## config.mk

```make
export PLATFORM = sky130hd
export DESIGN_NAME = motor_avoid_ctrl
export DESIGN_NICKNAME = d
export VERILOG_FILES = /design/src/rtl/motor_avoid_ctrl.sv
export SDC_FILE = /design/constraint.sdc
export NUM_CORES = 1
export LEC_CHECK = 0
export ABC_AREA = 1
export CAP_MARGIN = 30
export CORE_MARGIN = 3
export CORE_UTILIZATION = 30
export DETAILED_ROUTE_END_ITERATION = 8
export HOLD_SLACK_MARGIN = 0.15
export SYNTH_ARGS = -nofsm -noshare
export SYNTH_HDL_FRONTEND = slang
export SYNTH_SLANG_ARGS = --single-unit
export TNS_END_PERCENT = 5
```

## constraint.sdc

```tcl
create_clock -name clk -period 4.15 [get_ports clk]
set_input_delay 0.415 -clock clk [delete_from_list [all_inputs] [get_ports clk]]
set_output_delay 0.415 -clock clk [all_outputs]
set_load 0.01 [all_outputs]
```

## src/rtl/motor_avoid_ctrl.sv

```systemverilog
// ============================================================================
// motor_avoid_ctrl : obstacle-avoidance H-bridge controller with internal PWM
// Optional feature macro: TURN_ALTERNATE_EN (alternate left/right turns)
// Revision: 1.0
// ============================================================================
`default_nettype none

module motor_avoid_ctrl #(
    parameter int DIST_W    = 20,
    parameter int STOP_DIST = 25,
    parameter int CNT_W     = 27,
    parameter int BRAKE_CYC = 80000,
    parameter int REV_CYC   = 180000,
    parameter int TURN_CYC  = 240000,
    parameter int PWM_W     = 8
) (
    input  logic              clk,
    input  logic              rst_n,
    input  logic              i_en,
    input  logic [DIST_W-1:0] i_dist,
    input  logic              i_dist_valid,
    input  logic [PWM_W-1:0]  i_duty,
    output logic [3:0]        o_motor,
    output logic [2:0]        o_state,
    output logic [7:0]        o_avoid_cnt
);

    typedef enum logic [2:0] {
        S_IDLE    = 3'd0,
        S_CRUISE  = 3'd1,
        S_BRAKE   = 3'd2,
        S_REVERSE = 3'd3,
        S_TURN    = 3'd4
    } state_t;

    localparam logic [DIST_W-1:0] c_STOP_DIST  = DIST_W'(STOP_DIST);
    localparam logic [CNT_W-1:0]  c_BRAKE_LAST = CNT_W'(BRAKE_CYC - 1);
    localparam logic [CNT_W-1:0]  c_REV_LAST   = CNT_W'(REV_CYC - 1);
    localparam logic [CNT_W-1:0]  c_TURN_LAST  = CNT_W'(TURN_CYC - 1);

    state_t            r_state;
    state_t            w_state_nxt;
    logic [CNT_W-1:0]  r_phase;
    logic [CNT_W-1:0]  w_phase_last;
    logic              w_phase_done;
    logic              w_turn_done;
    logic              w_turn_right;
    logic [PWM_W-1:0]  r_pwm_cnt;
    logic [PWM_W-1:0]  r_duty_lat;
    logic [PWM_W-1:0]  w_duty_eff;
    logic              w_pwm;
    logic [3:0]        r_motor;
    logic [3:0]        w_motor_nxt;
    logic [7:0]        r_avoid_cnt;

    // Duty takes effect from the very first count of the period it is latched in
    assign w_duty_eff = (r_pwm_cnt == '0) ? i_duty : r_duty_lat;
    assign w_pwm      = (r_pwm_cnt < w_duty_eff);

    always_ff @(posedge clk or negedge rst_n) begin
        if (!rst_n) begin
            r_pwm_cnt  <= '0;
            r_duty_lat <= '0;
        end else begin
            r_pwm_cnt <= r_pwm_cnt + 1'b1;
            if (r_pwm_cnt == '0) begin
                r_duty_lat <= i_duty;
            end
        end
    end

    always_comb begin
        w_phase_last = '0;
        case (r_state)
            S_BRAKE:   w_phase_last = c_BRAKE_LAST;
            S_REVERSE: w_phase_last = c_REV_LAST;
            S_TURN:    w_phase_last = c_TURN_LAST;
            default:   w_phase_last = '0;
        endcase
    end

    assign w_phase_done = (r_phase == w_phase_last);

    always_comb begin
        w_state_nxt = r_state;
        if (!i_en) begin
            w_state_nxt = S_IDLE;
        end else begin
            case (r_state)
                S_IDLE:    w_state_nxt = S_CRUISE;
                S_CRUISE:  if (i_dist_valid && (i_dist <= c_STOP_DIST)) w_state_nxt = S_BRAKE;
                S_BRAKE:   if (w_phase_done) w_state_nxt = S_REVERSE;
                S_REVERSE: if (w_phase_done) w_state_nxt = S_TURN;
                S_TURN:    if (w_phase_done) w_state_nxt = S_CRUISE;
                default:   w_state_nxt = S_IDLE;
            endcase
        end
    end

    assign w_turn_done = (r_state == S_TURN) && (w_state_nxt == S_CRUISE);

    // Phase counter only runs in timed states and always exits before wrapping
    always_ff @(posedge clk or negedge rst_n) begin
        if (!rst_n) begin
            r_state     <= S_IDLE;
            r_phase     <= '0;
            r_avoid_cnt <= '0;
        end else begin
            r_state <= w_state_nxt;
            if (w_state_nxt != r_state) begin
                r_phase <= '0;
            end else if ((r_state == S_BRAKE) || (r_state == S_REVERSE) || (r_state == S_TURN)) begin
                r_phase <= r_phase + 1'b1;
            end
            if (w_turn_done && (r_avoid_cnt != 8'hFF)) begin
                r_avoid_cnt <= r_avoid_cnt + 8'd1;
            end
        end
    end

`ifdef TURN_ALTERNATE_EN
    logic r_turn_right;

    always_ff @(posedge clk or negedge rst_n) begin
        if (!rst_n) begin
            r_turn_right <= 1'b0;
        end else if (w_state_nxt == S_IDLE) begin
            r_turn_right <= 1'b0;
        end else if (w_turn_done) begin
            r_turn_right <= ~r_turn_right;
        end
    end

    assign w_turn_right = r_turn_right;
`else
    assign w_turn_right = 1'b0;
`endif

    always_comb begin
        w_motor_nxt = 4'b0000;
        case (r_state)
            S_CRUISE:  w_motor_nxt = {w_pwm, 1'b0, 1'b0, w_pwm};
            S_REVERSE: w_motor_nxt = {1'b0, w_pwm, w_pwm, 1'b0};
            S_TURN:    w_motor_nxt = w_turn_right ? {w_pwm, 1'b0, w_pwm, 1'b0}
                                                  : {1'b0, w_pwm, 1'b0, w_pwm};
            default:   w_motor_nxt = 4'b0000;
        endcase
    end

    always_ff @(posedge clk or negedge rst_n) begin
        if (!rst_n) begin
            r_motor <= 4'b0000;
        end else begin
            r_motor <= w_motor_nxt;
        end
    end

    assign o_motor     = r_motor;
    assign o_state     = r_state;
    assign o_avoid_cnt = r_avoid_cnt;

    // Both legs of one half-bridge high at once would short the supply
    a_no_shoot_through: assert property (@(posedge clk) disable iff (!rst_n)
        !(o_motor[3] && o_motor[2]) && !(o_motor[1] && o_motor[0]));

endmodule

`default_nettype wire

```

# Yosys cells after proc, flatten, opt, wreduce, memory -nomap -nowiden
# Cells that the tools add are included.
dict set report totals {
  register_bits 58
  in_bits 32
  output_inout_bits 15
  word_cells 38
}
dict set report op_classes {
  add_sub_neg 3
  order_cmp 2
  eq_ne 8
  n_mux 11
  n_reduce_logical 8
}
# op count
set op_table {}
lappend op_table {{$mux 27} 2}
lappend op_table {{$pmux 18 s3} 1}
lappend op_table {{$add 27x1->27 const B} 1}
lappend op_table {{$eq 27x27->1} 1}
lappend op_table {{$le 20x5->1 const B} 1}
lappend op_table {{$add 8x1->8 const B} 2}
lappend op_table {{$mux 3} 5}
lappend op_table {{$pmux 3 s5} 1}
lappend op_table {{$pmux 4 s3} 1}
lappend op_table {{$logic_not 8->1} 1}
lappend op_table {{$lt 8x8->1} 1}
lappend op_table {{$mux 8} 1}
lappend op_table {{$ne 8x8->1 const B} 1}
lappend op_table {{$eq 3x1->1 const B} 2}
lappend op_table {{$eq 3x2->1 const B} 2}
lappend op_table {{$eq 3x3->1 const B} 1}
lappend op_table {{$logic_and 1x1->1} 3}
lappend op_table {{$logic_not 3->1} 1}
lappend op_table {{$ne 3x3->1} 1}
lappend op_table {{$logic_or 1x1->1} 2}
lappend op_table {{$reduce_bool 2->1} 1}

# Logic depth before layout (Yosys ltp)
dict set report logic_depth {
  word_depth 9
  mapped_depth 19
  depth_no_buf 17
}

# Worst setup path before layout
# No wires, ideal clock.
dict set report synth_timing {
  path_kind {flip-flop to flip-flop}
  from {reg r_pwm_cnt[0]}
  to {reg r_motor[0], in the netlist o_motor[0]}
  setup_ns 0.077
  arrival_ns 2.013
  slack_ns 2.059
  stages_incl_launch_ff 13
  period_less_slack_ns 2.091
  path_cell_list {dfrtp_1 > inv_1 > ha_1 > nand4_1 > clkbuf_1 > nand2_1 > o21ai_0 > ha_1 > a21oi_1 > nor2_1 > a211oi_1 > nand2_1 > a21oi_1}
}
dict set report synth_via {
  elab_chain_len 4
}
# element line_no
set synth_rtl {}
lappend synth_rtl {{from (decl)} 48} ;# logic [PWM_W-1:0] r_pwm_cnt;
lappend synth_rtl {{from (signal assigned)} 65} ;# r_pwm_cnt <= r_pwm_cnt + 1'b1;
lappend synth_rtl {{$logic_not 8->1} 57} ;# assign w_duty_eff = (r_pwm_cnt == '0) ? i_duty : r_duty_lat;
lappend synth_rtl {{$mux 8} n/a}
lappend synth_rtl {{$lt 8x8->1 *} 58} ;# assign w_pwm = (r_pwm_cnt < w_duty_eff);
lappend synth_rtl {{$pmux 4 s3 *} 141} ;# case (r_state)
lappend synth_rtl {{net w_motor_nxt[0]} 53} ;# logic [3:0] w_motor_nxt;
lappend synth_rtl {{to (signal assigned)} 154} ;# r_motor <= w_motor_nxt;
lappend synth_rtl {{to (decl)} 52} ;# logic [3:0] r_motor;
# The timed path passes the listed nets; every way through them passes the cells marked *.
# A chain may end at the register's enable or synchronous reset.

# Worst setup path after layout
dict set report layout_timing {
  from {reg r_state[1], in the netlist o_state[1]}
  to {reg r_phase[17]}
}
dict set report layout_via {
  elab_chain_len 8
  word_cells_on_any_way 18
  cone_classes {eq/ne (6); mux (8); reduce/logical (4)}
}
# element line_no
set layout_rtl {}
lappend layout_rtl {{from (decl)} 41} ;# state_t r_state;
lappend layout_rtl {{from (signal assigned)} 109} ;# r_state <= w_state_nxt;
lappend layout_rtl {{$eq 3x3->1 or $eq 3x2->1 (tied branches)} {74, 89, 112}}
lappend layout_rtl {{$pmux 18 s3} 74} ;# case (r_state)
lappend layout_rtl {{$eq 27x27->1} 82} ;# assign w_phase_done = (r_phase == w_phase_last);
lappend layout_rtl {{$mux 3 (on tied branches)} {94, 92, 93}}
lappend layout_rtl {{$pmux 3 s5} 89} ;# case (r_state)
lappend layout_rtl {{$mux 3} 86} ;# if (!i_en) begin
lappend layout_rtl {{$ne 3x3->1} 110} ;# if (w_state_nxt != r_state) begin
lappend layout_rtl {{$mux 27 or $reduce_bool 2->1 (tied branches)} n/a}
lappend layout_rtl {{to (signal assigned)} 113} ;# r_phase <= r_phase + 1'b1;
lappend layout_rtl {{to (decl)} 43} ;# logic [CNT_W-1:0] r_phase;
# Parallel ways exist; a longest one is shown, timed or not.

==> impl_metrics.py <==
metrics = {
    "floorplanning": {
        "fp.dieH_um": 115,
        "start_util_pct": 30.9,
        "core_sq_um": 11500,
        "dieWidth_um": 115,
        "core.rowCount": 39,
        "io_pins": 47,
        "die-area_sq_um": 13200,
    },
    "worst_setup_path": {
        "end_kind": "register",
        "crit_type": "register to register",
        "worst-path-max-fanout": 27,
        "cp.required_ns": 4.33,
        "start_kind": "register",
        "cp.arrival_ns": 2.96,
    },
    "timing": {
        "hold_viol": 0,
        "tightest_slew_ns": 0.688,
        "rsz0062_at_grt": "false",
        "slew_violations": 0,
        "tns_ns": 0,
        "max_clock_freq_mhz": 360,
        "period_minus_slack_ns": 2.77,
        "period_share_pct": 66.8,
        "finClkSkew_ns": 0.00750,
        "max_slew_margin_pct": 54.1,
        "whs_ns": 0.497,
        "setup_viol": 0,
    },
    "logic_synthesis": {
        "synth_cell_type_count": 32,
        "yosys_warnings": 0,
        "synth_fp_nets": 479,
        "syn_avg_cell_area_sq_um": 8.17,
        "yosysSeqAreaShare_pct": 40.8,
        "synth.cell_area_sq_um": 3560,
        "syn_inst": 436,
        "yosys-top-cells-area": "dfrtp_1 (41%), nand2_1 (9.0%), xor2_1 (7.1%)",
        "yosys.area.top_type": "dfrtp_1",
        "synth-seq-cells": 58,
        "synth_top_area_share_pct": 40.8,
    },
    "route": {
        "drt_first_pass_iters": 4,
        "routedWlPerCell_um": 11.9,
        "drt_wl_total_um": 7550,
        "drtIter0Drc": 113,
        "vias": 2922,
        "post-route-drc-count": 0,
        "antenna_left": 0,
        "via_per_inst": 4.59,
    },
    "power": {
        "fin_total_pwr_mw": 1.50,
        "peakVddDrop_mv": 0.188,
        "leakagePower_nw": 2.07,
        "seqPwrFrac_pct": 38.2,
        "p_int_mw": 1.20,
        "p_comb_share_pct": 5.8,
        "p_sw_share_pct": 20.4,
        "clkPwrFrac_pct": 56.0,
        "netSwitchingPower_mw": 0.307,
        "p_per_area_nw_per_um2": 334,
    },
    "place": {
        "gp_congestion": 0.841,
        "dp.cells": 619,
        "port-buffer-count": 45,
        "dpl.hpwl_um": 5560,
    },
    "cts": {
        "cts_buffer_depth": 2,
        "cts.sinks": 58,
        "clk_pin_slew_ns": 0.05,
        "htreeDepth": 3,
        "clockRootBuffer": "clkbuf_16",
        "cts_hold_buf": 0,
        "numCtsBuffers": 9,
        "cts_tree": "built",
        "postCtsSetupBuffers": 0,
        "cts_resized": 0,
        "clock_latency_ns": 0.33,
    },
    "cells_and_area": {
        "final_util_pct": 39.1,
        "final_cells": 637,
        "diodes": 0,
        "layout-drive-gt1-share_pct": 12.1,
        "nFillCells": 1160,
        "syn2layout_area_growth_pct": 26.4,
        "nets": 532,
    },
    "global_routing": {
        "globalRouteTotalUtil_pct": 12.4,
        "antenna_found_initial": 0,
        "grt_max_degree": 40,
        "grt_pass1_wl_um": 13100,
        "gr-total-overflow": 0,
        "grt_pass1_vias": 2873,
    },
    "job": {
        "maxCapViolations": 0,
    },
    "worst_hold_path": {
        "hold_class": "register to register",
    },
    "status": {
        "outcome": "finished, final reports clean",
    },
}
final timing paths:
path,slack (ns),cells past startpoint,endpoint,start
worst max-delay path,1.38,15,r_phase[17]$_DFFE_PN0P_,o_state[1]$_DFF_PN0_
worst min-delay path,0.50,1,r_pwm_cnt[0]$_DFF_PN0_,r_pwm_cnt[0]$_DFF_PN0_
worst max register to register,1.38,15,r_phase[17]$_DFFE_PN0P_,o_state[1]$_DFF_PN0_
worst min register to register,0.50,1,r_pwm_cnt[0]$_DFF_PN0_,r_pwm_cnt[0]$_DFF_PN0_
max in group asynchronous,2.89,3,o_avoid_cnt[5]$_DFFE_PN0P_,rst_n
min in group asynchronous,0.59,2,o_motor[2]$_DFF_PN0_,rst_n
worst max-delay path, cell delays in order (launching register included):
cell and delay [ns]:
dfrtp_1 0.58, nor2_2 0.10, nand2_4 0.16, nand2_4 0.15, inv_2 0.12, nand2_1 0.08
o21ai_2 0.19, nand3_2 0.14, nand2_1 0.08, nand2_1 0.06, nand2_2 0.13, nand2_2 0.07
nand2_1 0.08, nand2_2 0.06, nand2_4 0.50, nor2_1 0.10
sequential cells by signal (all words and copies together), names as in the netlist:
register / cells
o_state: 3
o_avoid_cnt: 8
r_pwm_cnt: 8
r_phase: 27
o_motor: 4
r_duty_lat: 8
cells in the final DEF, fill, tap and decap left out, types with 2 or more instances in the layout:
master / Yosys / final
nand2_1: 85 / 85
nand2_2: 4 / 4
bufinv_16: 0 / 3
o21ai_0: 15 / 15
a21oi_1: 5 / 5
clkdlybuf4s50_1: 0 / 44
nor4_1: 4 / 4
clkbuf_16: 0 / 9
nor3_1: 17 / 17
nor2_1: 47 / 47
nor2_4: 21 / 21
nand3_1: 28 / 28
xnor2_1: 2 / 2
nand2_4: 4 / 4
nand3b_1: 2 / 2
inv_1: 64 / 64
nand3_2: 3 / 3
ha_1: 11 / 11
nor2_2: 5 / 5
inv_2: 3 / 3
clkbuf_1: 2 / 2
dfrtp_1: 58 / 58
nand4_1: 15 / 15
xor2_1: 29 / 29
per-stage QoR:
step / setup WS, ns / area (sq um)
after floorplan: 2.06 / 3560
after global placement: 1.45 / 4130
after detailed placement: 1.38 / 4130
after CTS: 1.35 / 4460
after global routing: 1.09 / 4500
final: 1.38 / 4500
area by class of cell:
| cell class | count | area [sq um] | share of cell area [%] |
|---|---|---|---|
| clock buffer | 11 | 233 | 5.17 |
| timing repair buffer | 48 | 490 | 10.9 |
| tap | 143 | 179 | 3.97 |
| clock inverter | 5 | 103 | 2.28 |
| sequential | 58 | 1450 | 32.2 |
| inverter | 67 | 251 | 5.59 |
| multi-input combinational | 305 | 1790 | 39.9 |
per-layer routing:
metal  global-route usage [%]  share of wire [%]  up-vias
li1                         -                  -     1495
met1                     16.0                 47     1353
met2                     19.9                 45       64
met3                     3.42                6.3       10
met4                     4.62                1.7        0
met5                        0                  0        -
power groups by stage:
stage                     Combinational, mW  Sequential (mW)  Clock (mW)
after floorplan                      0.0395            0.585           0
after global placement               0.0831            0.584           0
after detailed placement             0.0852            0.584           0
after CTS                            0.0856            0.575       0.862
after global routing                 0.0982            0.575       0.888
final                                0.0870            0.575       0.843
Yosys cell counts:
library cell  number
nand3_1           28
a211oi_1           1
ha_1              11
nor4_1             4
nor2_1            47
nand4_1           15
xor2_1            29
dfrtp_1           58
nand3_2            3
buf_2              1
a31oi_1            1
nand2_4            4
nand2_1           85
o21ai_0           15
buf_12             2
nor3_1            17
o21ai_2            1
nor2_2             5
clkbuf_1           2
nor2_4            21
buf_6              1
nand3b_1           2
nand2_2            4
or2_2              1
a21oi_1            5
a21oi_2            1
o21a_1             1
mux2i_1            1
xnor2_1            2
inv_1             64
o211ai_1           1
inv_2              3
cell families after synthesis:
| group | count (synthesis) | share of synthesized area [%] |
|---|---|---|
| buffers and inverters | 73 | 8.85 |
| flip-flops | 58 | 40.8 |
| AND/OR/NAND/NOR | 236 | 34.5 |
| AO/OA/AOI/OAI | 26 | 4.11 |
| XOR/XNOR | 31 | 7.62 |
| adder cells (fa/ha/maj) | 11 | 3.87 |
| multiplexers | 1 | 0.281 |
(Power assumes the default switching activity.)
